**config.mk**
```make
export PLATFORM = sky130hd
export DESIGN_NAME = alu_seq_divider
export DESIGN_NICKNAME = d
export VERILOG_FILES = /design/src/rtl/alu_seq_divider.sv
export SDC_FILE = /design/constraint.sdc
export NUM_CORES = 1
export LEC_CHECK = 0
export CORE_ASPECT_RATIO = 0.6
export CORE_MARGIN = 4
export CORE_UTILIZATION = 60
export DETAILED_ROUTE_END_ITERATION = 6
export HOLD_SLACK_MARGIN = 0.1
export PLACE_DENSITY = 0.87
export SYNTH_ARGS = -nofsm -noshare
export SYNTH_HDL_FRONTEND = slang
export SYNTH_SLANG_ARGS = --single-unit
```
**constraint.sdc**
```tcl
create_clock -name clk -period 7.06 [get_ports clk]
set_clock_uncertainty 0.2 [all_clocks]
set_input_delay 1.059 -clock clk [delete_from_list [all_inputs] [get_ports clk]]
set_output_delay 1.059 -clock clk [all_outputs]
set_load 0.005 [all_outputs]
```
**src/rtl/alu_seq_divider.sv**
```systemverilog
// Sequential restoring divider: one quotient bit per clock, start/done handshake.
// Define SIGNED_DIV_EN for two's-complement (truncating) division; default is unsigned only.
module alu_seq_divider #(
  parameter int WIDTH = 16
) (
  input  logic             clk,
  input  logic             rst,
  input  logic             start,
  input  logic [WIDTH-1:0] dividend,
  input  logic [WIDTH-1:0] divisor,
  output logic             busy,
  output logic             done,
  output logic [WIDTH-1:0] quotient,
  output logic [WIDTH-1:0] remainder,
  output logic             div_by_zero
);

  localparam int CW = (WIDTH > 2) ? $clog2(WIDTH) : 1;
  localparam logic [CW-1:0] LAST = CW'(WIDTH - 1);

  typedef enum logic [1:0] {IDLE, CALC, DONE} state_t;

  state_t           state_q;
  logic [WIDTH-1:0] partRem_q;
  logic [WIDTH-1:0] quoShift_q;
  logic [WIDTH-1:0] denom_q;
  logic [WIDTH-1:0] origDvd_q;
  logic             zeroDen_q;
  logic [CW-1:0]    count_q;
  logic             done_q;
  logic [WIDTH-1:0] quotient_q;
  logic [WIDTH-1:0] remainder_q;
  logic             divZero_q;

  logic [WIDTH:0]   shifted;
  logic [WIDTH:0]   trialDiff;
  logic [WIDTH-1:0] partRem_d;
  logic [WIDTH-1:0] quoShift_d;
  logic [WIDTH-1:0] magDvd;
  logic [WIDTH-1:0] magDvs;
  logic [WIDTH-1:0] quoResult;
  logic [WIDTH-1:0] remResult;

`ifdef SIGNED_DIV_EN
  logic negQuo_q;
  logic negRem_q;

  always_comb begin
    magDvd    = dividend[WIDTH-1] ? (~dividend + 1'b1) : dividend;
    magDvs    = divisor[WIDTH-1]  ? (~divisor + 1'b1)  : divisor;
    quoResult = negQuo_q ? (~quoShift_d + 1'b1) : quoShift_d;
    remResult = negRem_q ? (~partRem_d + 1'b1)  : partRem_d;
  end
`else
  always_comb begin
    magDvd    = dividend;
    magDvs    = divisor;
    quoResult = quoShift_d;
    remResult = partRem_d;
  end
`endif

  // One restoring step; the extra top bit keeps the shifted remainder from overflowing.
  always_comb begin
    shifted   = {partRem_q, quoShift_q[WIDTH-1]};
    trialDiff = shifted - {1'b0, denom_q};
    if (!trialDiff[WIDTH]) begin
      partRem_d  = trialDiff[WIDTH-1:0];
      quoShift_d = {quoShift_q[WIDTH-2:0], 1'b1};
    end else begin
      partRem_d  = shifted[WIDTH-1:0];
      quoShift_d = {quoShift_q[WIDTH-2:0], 1'b0};
    end
  end

  always_ff @(posedge clk or posedge rst) begin
    if (rst) begin
      state_q     <= IDLE;
      partRem_q   <= '0;
      quoShift_q  <= '0;
      denom_q     <= '0;
      origDvd_q   <= '0;
      zeroDen_q   <= 1'b0;
      count_q     <= '0;
      done_q      <= 1'b0;
      quotient_q  <= '0;
      remainder_q <= '0;
      divZero_q   <= 1'b0;
`ifdef SIGNED_DIV_EN
      negQuo_q    <= 1'b0;
      negRem_q    <= 1'b0;
`endif
    end else begin
      case (state_q)
        IDLE: begin
          done_q <= 1'b0;
          if (start) begin
            origDvd_q  <= dividend;
            quoShift_q <= magDvd;
            denom_q    <= magDvs;
            partRem_q  <= '0;
            count_q    <= '0;
            zeroDen_q  <= (divisor == '0);
`ifdef SIGNED_DIV_EN
            negQuo_q   <= dividend[WIDTH-1] ^ divisor[WIDTH-1];
            negRem_q   <= dividend[WIDTH-1];
`endif
            state_q    <= CALC;
          end
        end
        // A zero divisor spends a single CALC cycle so its done lands one cycle after start.
        CALC: begin
          if (zeroDen_q) begin
            quotient_q  <= '1;
            remainder_q <= origDvd_q;
            divZero_q   <= 1'b1;
            done_q      <= 1'b1;
            state_q     <= DONE;
          end else begin
            partRem_q  <= partRem_d;
            quoShift_q <= quoShift_d;
            count_q    <= count_q + CW'(1);
            if (count_q == LAST) begin
              quotient_q  <= quoResult;
              remainder_q <= remResult;
              divZero_q   <= 1'b0;
              done_q      <= 1'b1;
              state_q     <= DONE;
            end
          end
        end
        DONE: begin
          done_q  <= 1'b0;
          state_q <= IDLE;
        end
        default: begin
          done_q  <= 1'b0;
          state_q <= IDLE;
        end
      endcase
    end
  end

  assign busy        = (state_q != IDLE);
  assign done        = done_q;
  assign quotient    = quotient_q;
  assign remainder   = remainder_q;
  assign div_by_zero = divZero_q;

endmodule

```
Word-level counts from Yosys, hierarchy flattened
Cells that the tools add are included.
- latch bits: 0
- bits in writable memories: 0
- bits of input ports: 35
- output and inout bits: 35
- logic and storage cells: 51
- memories: 0
- register bits after elaboration: 105
- bits in read-only memories: 0
- magnitude comparators: 0
- reductions and logical operators: 9
- add/subtract/negate cells: 2
- mux-type cells: 24
- equality and inequality tests: 5
- bitwise operators: 0
- divide/modulo/power cells: 0
- shifts and indexed selects: 0
- multiply operators: 0
- operators with widths (kind ; number):
    16-bit two-way mux ; 9
    16-bit case mux with 2 select lines ; 2
    17-bit by 16-bit subtractor with 17-bit output ; 1
    16-bit logical NOT ; 1
    4-bit two-way mux ; 2
    4-bit case mux with 2 select lines ; 1
    1-bit two-way mux ; 6
    2-bit two-way mux ; 3
    2-bit AND reduction ; 3
    2-bit nonzero test ; 3
    4-bit by 1-bit adder with 4-bit output, second input constant ; 1
    4-bit equality test, second input constant ; 1
    2-bit != test, second input constant ; 2
    2-bit case mux with 2 select lines ; 1
    3-bit != test, second input constant ; 1
    3-bit AND reduction ; 1
    2-bit by 1-bit equality test with 1-bit output, second input constant ; 1
    2-bit logical NOT ; 1

Depth between registers and ports, before layout
Gate-level depths: netlist of the first run.
- depth after elaboration: 4
- gate-level depth with buffers: 11
- depth with buffers taken out: 10

Least setup slack after synthesis of the first run
OpenSTA, ideal clock, no wires.
- path kind: register to register
- from: register quoShift_q[15]
- to: register remainder_q[5], in the netlist remainder[5]
- path slack: 4.108 ns
- cell stages (with the launch flop): 12
- data arrival time: 2.619 ns
- period minus slack after synthesis: 2.952 ns
- library setup time: 0.133 ns
- buffers on the path: 1
- required time: 6.727 ns
- cell sequence: dfrtp_1 > inv_1 > ha_1 > fa_1 > nand2b_1 > a21oi_1 > o21ai_1 > o221ai_4 > xor2_4 > buf_6 > mux2i_1 > o21ai_0
- cells in the longest elaborated chain, start to end: 4
- ends and longest elaborated chain (item ; line ; source):
    from (decl) ; 25 ; logic [WIDTH-1:0] quoShift_q;
    from (signal assigned) ; 99 ; quoShift_q <= magDvd;
    from (signal assigned) ; 121 ; quoShift_q <= quoShift_d;
    17-bit by 16-bit subtractor with 17-bit output ; 66 ; trialDiff = shifted - {1'b0, denom_q};
    16-bit two-way mux ; 67 ; if (!trialDiff[WIDTH]) begin
    16-bit two-way mux ; 123 ; if (count_q == LAST) begin
    16-bit two-way mux ; 113 ; if (zeroDen_q) begin
    to (signal assigned) ; 115 ; remainder_q <= origDvd_q;
    to (signal assigned) ; 125 ; remainder_q <= remResult;
    to (decl) ; 32 ; logic [WIDTH-1:0] remainder_q;
Every way passes these cells. The select of a mux whose other input is x is not followed.
A chain may end at the register's enable or synchronous reset.

Worst setup path after layout of the first run
- from: register quoShift_q[15]
- to: register remainder_q[1], in the netlist remainder[1]
The elaborated chain is that of the path after synthesis.

==> results of run 1 <==
synth_stat cells (3+ instances only):
| cell | instances | area, um2 |
|---|---|---|
| a21oi_1 | 15 | 75.1 |
| a22o_1 | 3 | 26.3 |
| a31oi_1 | 23 | 144 |
| a32oi_1 | 6 | 52.6 |
| and3_1 | 11 | 68.8 |
| buf_1 | 3 | 11.3 |
| clkbuf_1 | 28 | 105 |
| dfrtp_1 | 105 | 2630 |
| ha_1 | 17 | 213 |
| inv_1 | 28 | 105 |
| mux2i_1 | 14 | 140 |
| nand2_1 | 143 | 537 |
| nand2b_1 | 5 | 31.3 |
| nand3_1 | 5 | 25.0 |
| nand4_1 | 4 | 25.0 |
| nor2_1 | 44 | 165 |
| nor3_1 | 5 | 25.0 |
| nor4_1 | 4 | 25.0 |
| o211ai_1 | 5 | 37.5 |
| o21a_1 | 5 | 37.5 |
| o21ai_0 | 65 | 325 |
| o21ai_1 | 4 | 20.0 |
| o31ai_1 | 4 | 30.0 |
| xnor2_1 | 7 | 61.3 |
| xor2_1 | 6 | 52.6 |
area by class of cell:
cell class	instances	area, um2	share of cell area [%]
repair buffers	74	728	11.4
well taps	112	140	2.19
inverters	28	108	1.69
flip-flops and latches	105	2630	41.2
clock inverters	6	51.3	0.803
clock buffers	10	239	3.74
multi-input cells	430	2490	39.0
through the flow:
stage | setup WS, ns | hold WS (ns) | std cells
2_1_floorplan | 3.04 | 0.237 | 597
3_3_place_gp | 3.55 | 0.254 | 749
3_5_place_dp | 3.48 | 0.263 | 749
4_1_cts | 3.42 | 0.277 | 765
5_1_grt | 3.18 | 0.303 | 765
6_report | 3.38 | 0.279 | 765
metal layers:
metal	GRT usage, %	up-vias	routed length [um]
li1	-	2162	-
met1	39.5	2235	5980
met2	42.3	216	6220
met3	7.42	20	1220
met4	7.16	0	174
met5	0	-	0
cell families (layout without fill, tap and decap cells):
family	count (synthesis)	in the layout	share of synthesized area [%]
AND/OR/NAND/NOR	235	235	19.1
XOR/XNOR	15	15	2.94
multiplexers	14	14	2.62
buffers and inverters	62	118	4.53
flip-flops	105	105	49.1
adder cells (fa/ha/maj)	18	18	4.35
AO/OA/AOI/OAI	148	148	17.4
path summary, 6_finish.rpt:
check | slack, ns | start | end | cells past startpoint
worst max-delay path | 3.38 | quoShift_q[15]$_DFFE_PP0P_ | remainder[1]$_DFFE_PP0P_ | 10
worst min-delay path | 0.28 | quotient[9]$_DFFE_PP0P_ | quotient[9]$_DFFE_PP0P_ | 2
worst max register to register | 3.38 | quoShift_q[15]$_DFFE_PP0P_ | remainder[1]$_DFFE_PP0P_ | 10
worst min register to register | 0.28 | quotient[9]$_DFFE_PP0P_ | quotient[9]$_DFFE_PP0P_ | 2
max in group asynchronous | 4.54 | rst | quoShift_q[13]$_DFFE_PP0P_ | 3
min in group asynchronous | 0.90 | rst | quotient[12]$_DFFE_PP0P_ | 2
sequential cells by signal, summed over array words and instances (netlist names):
signal and count:
origDvd_q 16, state_q 2, partRem_q 16, quotient 16, quoShift_q 16, remainder 16, done 1, denom_q 16
count_q 4, div_by_zero 1, zeroDen_q 1
power by group:
group / total [mW] / switching, mW / internal (mW)
Sequential: 1.09 / 0.198 / 0.895
Clock: 0.485 / 0.232 / 0.253
Combinational: 2.05 / 1.17 / 0.881
Total: 3.63 / 1.60 / 2.03
worst register-to-register path, stage by stage, from the launching register on:
cell	delay, ns
dfrtp_1	0.35
inv_1	0.06
ha_1	0.22
fa_1	0.41
nand2b_1	0.19
a21oi_1	0.32
o21ai_1	0.27
o221ai_4	0.35
xor2_4	0.59
mux2i_1	0.24
a221o_1	0.37
==> metrics, run 1 <==
WP data required 7.09 ns; via density per instance 6.06; register bit total from synthesis 105; Sum Neg Setup Slack 0 ns; pin count of the biggest net entering global routing 68; Post-Synthesis Cells 597; clock net sink count 105; Async SR Flop Fraction 100%; commonest non-fill, non-tap cells in the layout nand2_1, dfrtp_1, clkdlybuf4s50_1, o21ai_0, nor2_1; residual antenna-violating net count after detailed routing 0; final hold violation count 0; areal power density over the cells 568 nW/um2; global-route wire length before repair 22600 um; Die ar. 10600 um2; routability congestion estimate 0.998; type of the worst min-delay path flop to flop; Post-synth top flop dfrtp_1; buffers added on ports 69; total core area 8590 um2; Worst EP arrival 3.71 ns; share of layout cells above drive strength 1 5.05%; Finish-stage setup viols 0; overall via count from detail_route 4633; max-capacitance violation count 0; cell type group with the largest total delay on the critical path compound AO/OA/AOI/OAI gates; Final Cell Area 6380 um2; kind of start point of the critical path flop; Max FO, Critical Path 18; number of buffer and inverter instances along the worst setup path 1; placed wire-length estimate 9720 um; std cell rows 26; category of the most critical setup path flop to flop; number of post-CTS setup repair buffers 0; die outline height 81.2 um; number of pins with negative max-slew slack in the final report 0; die width 130 um; final total power 3.63 mW; number of warnings printed during yosys synthesis 0; Max H-tree Level 3; Post-Synthesis Mean Instance Area 8.97 um2; post-route core utilization 74.3%; static leakage power 2.89 nW; most frequent standard cell in the layout excluding fill and tap cells nand2_1; clock latency on the worst-skew pair 0.36 ns; CP Capture Type flop; Final Critical Period 3.68 ns; placed cell area 6090 um2; Slew @ Worst Pin 1.34 ns; antenna diode count 0; count of pins on the block boundary 70; hold_buf cts 0; sequential area share after synthesis 49.1%; CTS Buf Count 9; Cell Area, Synth 5360 um2; global router's overall resource usage 27.6%; detailed-router iteration count before antenna repair 5; clk slew on worst S/H paths 0.07 ns; Post-synth EDFFs 0; drt wl/cell 17.8 um; CTS root buf clkbuf_16; Detailed Route WL 13600 um; via count of the first global-routing pass 4455; share of the cycle needed by the critical path after routing 52.1%; starting density of the core 62.4%; biggest cell delay along the critical path 0.59 ns; relative area change from synthesis to final layout 19.2%; total of cells resized after clock tree synthesis 0; worst voltage drop across the vdd grid 0.279 mV; RSZ-0062 raised after global routing false; worst slew margin relative to its limit 10.1%; overflow left after global routing 0; layout filler cell count 613; DR DRC count 0; Highest Clock Rate 0.272 GHz; net total in the final layout 701; TritonCTS clock tree yes; slowest stage cell on the critical path xor2_4; result of the run finished, final reports clean; critical path, cell by cell inv_1 -> ha_1 -> fa_1 -> nand2b_1 -> a21oi_1 -> o21ai_1 -> o221ai_4 -> xor2_4 -> mux2i_1 -> a221o_1; Initial DRC Count 557; post-synthesis net count 650; initial antenna violation count 0; Synth cell types 54; clock tree buffer depth 2
No activity file was read; power rests on OpenSTA's default activity.
==> run 2: changes to the inputs <==
--- a/config.mk
+++ b/config.mk
@@ -7,10 +7,10 @@
 export LEC_CHECK = 0
 export CORE_ASPECT_RATIO = 0.6
 export CORE_MARGIN = 4
-export CORE_UTILIZATION = 60
+export CORE_UTILIZATION = 55
 export DETAILED_ROUTE_END_ITERATION = 6
 export HOLD_SLACK_MARGIN = 0.1
-export PLACE_DENSITY = 0.87
+export PLACE_DENSITY = 0.81
 export SYNTH_ARGS = -nofsm -noshare
 export SYNTH_HDL_FRONTEND = slang
 export SYNTH_SLANG_ARGS = --single-unit
==> constraint.sdc (replaced) <==
create_clock -name clk -period 3.7 [get_ports clk]
set_clock_uncertainty 0.2 [all_clocks]
set_input_delay 0.555 -clock clk [delete_from_list [all_inputs] [get_ports clk]]
set_output_delay 0.555 -clock clk [all_outputs]
set_load 0.005 [all_outputs]
==> run 2 against run 1 <==
  * Fmax increased by 6.8%
  * Final area increased by 2.1%
  * Worst hold slack got worse by 0.0085 ns
  * Flip-flop and latch count unchanged
  * Total power increased by 98%
  * Critical path depth increased by 1
==> metrics, run 2 (synthesis results as in run 1) <==
Min-Delay Endpoint origDvd_q[4]$_DFFE_PP0P_; result of the run finished, final reports clean; CTS root buf clkbuf_16; max-capacitance violation count 0; buffers added on ports 69; clk slew on worst S/H paths 0.07 ns; clock latency on the worst-skew pair 0.35 ns; DR DRC count 0; switching part of the total power 43.5%; global-route wire length before repair 23200 um; die width 135 um; final hold violation count 0; static leakage power 2.95 nW; clock net sink count 105; routed wl met3 1160 um; final worst hold slack 0.270 ns; Final Critical Period 3.45 ns; share of layout cells above drive strength 1 6.62%; std cell rows 27; top layer in use met4; routed length on met2 6230 um; setup slack of the most critical reg-to-reg path 0.25 ns; Detailed Route WL 14300 um; number of pins with negative max-slew slack in the final report 0; RSZ-0062 raised after global routing false; type of the worst min-delay path flop to flop; via density per instance 5.86; share of total power in the clock network 13.3%; power share of the combinational group 57.4%; placed wire-length estimate 10400 um; Finish-stage setup viols 0; Worst EP arrival 3.46 ns; commonest non-fill, non-tap cells in the layout nand2_1, dfrtp_1, clkdlybuf4s50_1, o21ai_0, nor2_1; initial antenna violation count 0; worst slew margin relative to its limit 26.8%; via count of the first global-routing pass 4552; relative area change from synthesis to final layout 21.7%; Max FO, Critical Path 6; areal power density over the cells 1100 nW/um2; DRT met1 WL 6670 um; Sum Neg Setup Slack 0 ns; hold path start origDvd_q[4]$_DFFE_PP0P_; worst voltage drop across the vdd grid 0.641 mV; number of post-CTS setup repair buffers 0; Reg2Reg Depth 11; routability congestion estimate 0.935; WP data required 3.72 ns; share of the cycle needed by the critical path after routing 93.1%; Initial DRC Count 593; overflow left after global routing 0; Max H-tree Level 3; most frequent standard cell in the layout excluding fill and tap cells nand2_1; CTS Buf Count 9; kind of start point of the critical path flop; TritonCTS clock tree yes; drt wl/cell 18.0 um; overall via count from detail_route 4659; global router's overall resource usage 25.7%; count of pins on the block boundary 70; Slew @ Worst Pin 1.10 ns; CP Capture Type flop; Highest Clock Rate 0.290 GHz; origin of the critical flop-to-flop path quoShift_q[15]$_DFFE_PP0P_; hold_buf cts 0; NetSw 3.12 mW; die outline height 84.4 um; power share of the sequential group 29.3%; Die ar. 11400 um2; net total in the final layout 713; pin count of the biggest net entering global routing 51; total core area 9320 um2; starting density of the core 57.4%; RR Endpoint remainder[2]$_DFFE_PP0P_; total of cells resized after clock tree synthesis 0; detailed-router iteration count before antenna repair 5; residual antenna-violating net count after detailed routing 0; clock tree buffer depth 2; Hold Path Stages 2; category of the most critical setup path flop to flop; antenna diode count 0; internal power of the cells 4.05 mW
## run 2: changes by cell type in the layout (fill, tap and decap cells not counted), sizes merged
cell and change:
buf +12, clkinv -2, bufinv +1, clkinvlp +1
## run 2: routing by layer
metal / track usage (%) / up-vias
met3: 5.15 / 22
met1: 39.2 / 2258
met4: 6.68 / 0
met2: 37.7 / 200
li1: - / 2179
met5: 0 / -
## run 2: cell type report
cell class,instances,area [um2]
Fill cell,722,2810
Sequential cell,105,2630
Multi-Input combinational cell,430,2490
Timing Repair Buffer,86,831
Clock buffer,10,229
Tap cell,130,163
Inverter,28,108
Clock inverter,6,67.6
## run 2: power by group through the flow
stage | Clock [mW] | Combinational (mW) | Sequential, mW
finish | 0.951 | 4.12 | 2.10
global route | 1.02 | 4.51 | 2.15
CTS | 0.966 | 3.95 | 2.09
detailed placement | 0 | 3.92 | 2.10
global placement | 0 | 3.75 | 2.08
floorplan | 0 | 2.81 | 1.99
## run 2: worst max-delay path, cell delays in order (launching register included)
cell	delay, ns
dfrtp_1	0.38
inv_1	0.07
ha_1	0.23
fa_1	0.42
nand2b_1	0.19
a21oi_1	0.27
o21ai_1	0.26
o221ai_4	0.37
xor2_4	0.29
buf_4	0.23
mux2i_1	0.29
o21ai_0	0.11
## run 2: worst max path at each step
stage | startpoint | to | slack, ns | cells past startpoint
after floorplan | rst | count_q[0]$_DFFE_PP0P_ | 0.18 | 1
after global placement | quoShift_q[15]$_DFFE_PP0P_ | remainder[3]$_DFFE_PP0P_ | 0.43 | 11
after detailed placement | quoShift_q[15]$_DFFE_PP0P_ | partRem_q[2]$_DFFE_PP0P_ | 0.18 | 11
after CTS | quoShift_q[15]$_DFFE_PP0P_ | remainder[2]$_DFFE_PP0P_ | 0.17 | 11
after global routing | quoShift_q[15]$_DFFE_PP0P_ | partRem_q[2]$_DFFE_PP0P_ | 0.07 | 11
final | quoShift_q[15]$_DFFE_PP0P_ | remainder[2]$_DFFE_PP0P_ | 0.25 | 11
## run 2: per-stage QoR
stage               std cells  total power, mW  worst slack (ns)  utilization [%]  instance area, um2
global placement          775             5.82             0.435             66.4                6190
floorplan                 597             4.79             0.184                -                5360
global route              795             7.68            0.0673             69.9                6520
detailed placement        775             6.02             0.179             66.4                6190
finish                    795             7.17             0.255             69.9                6520
CTS                       791             7.01             0.168             69.6                6490
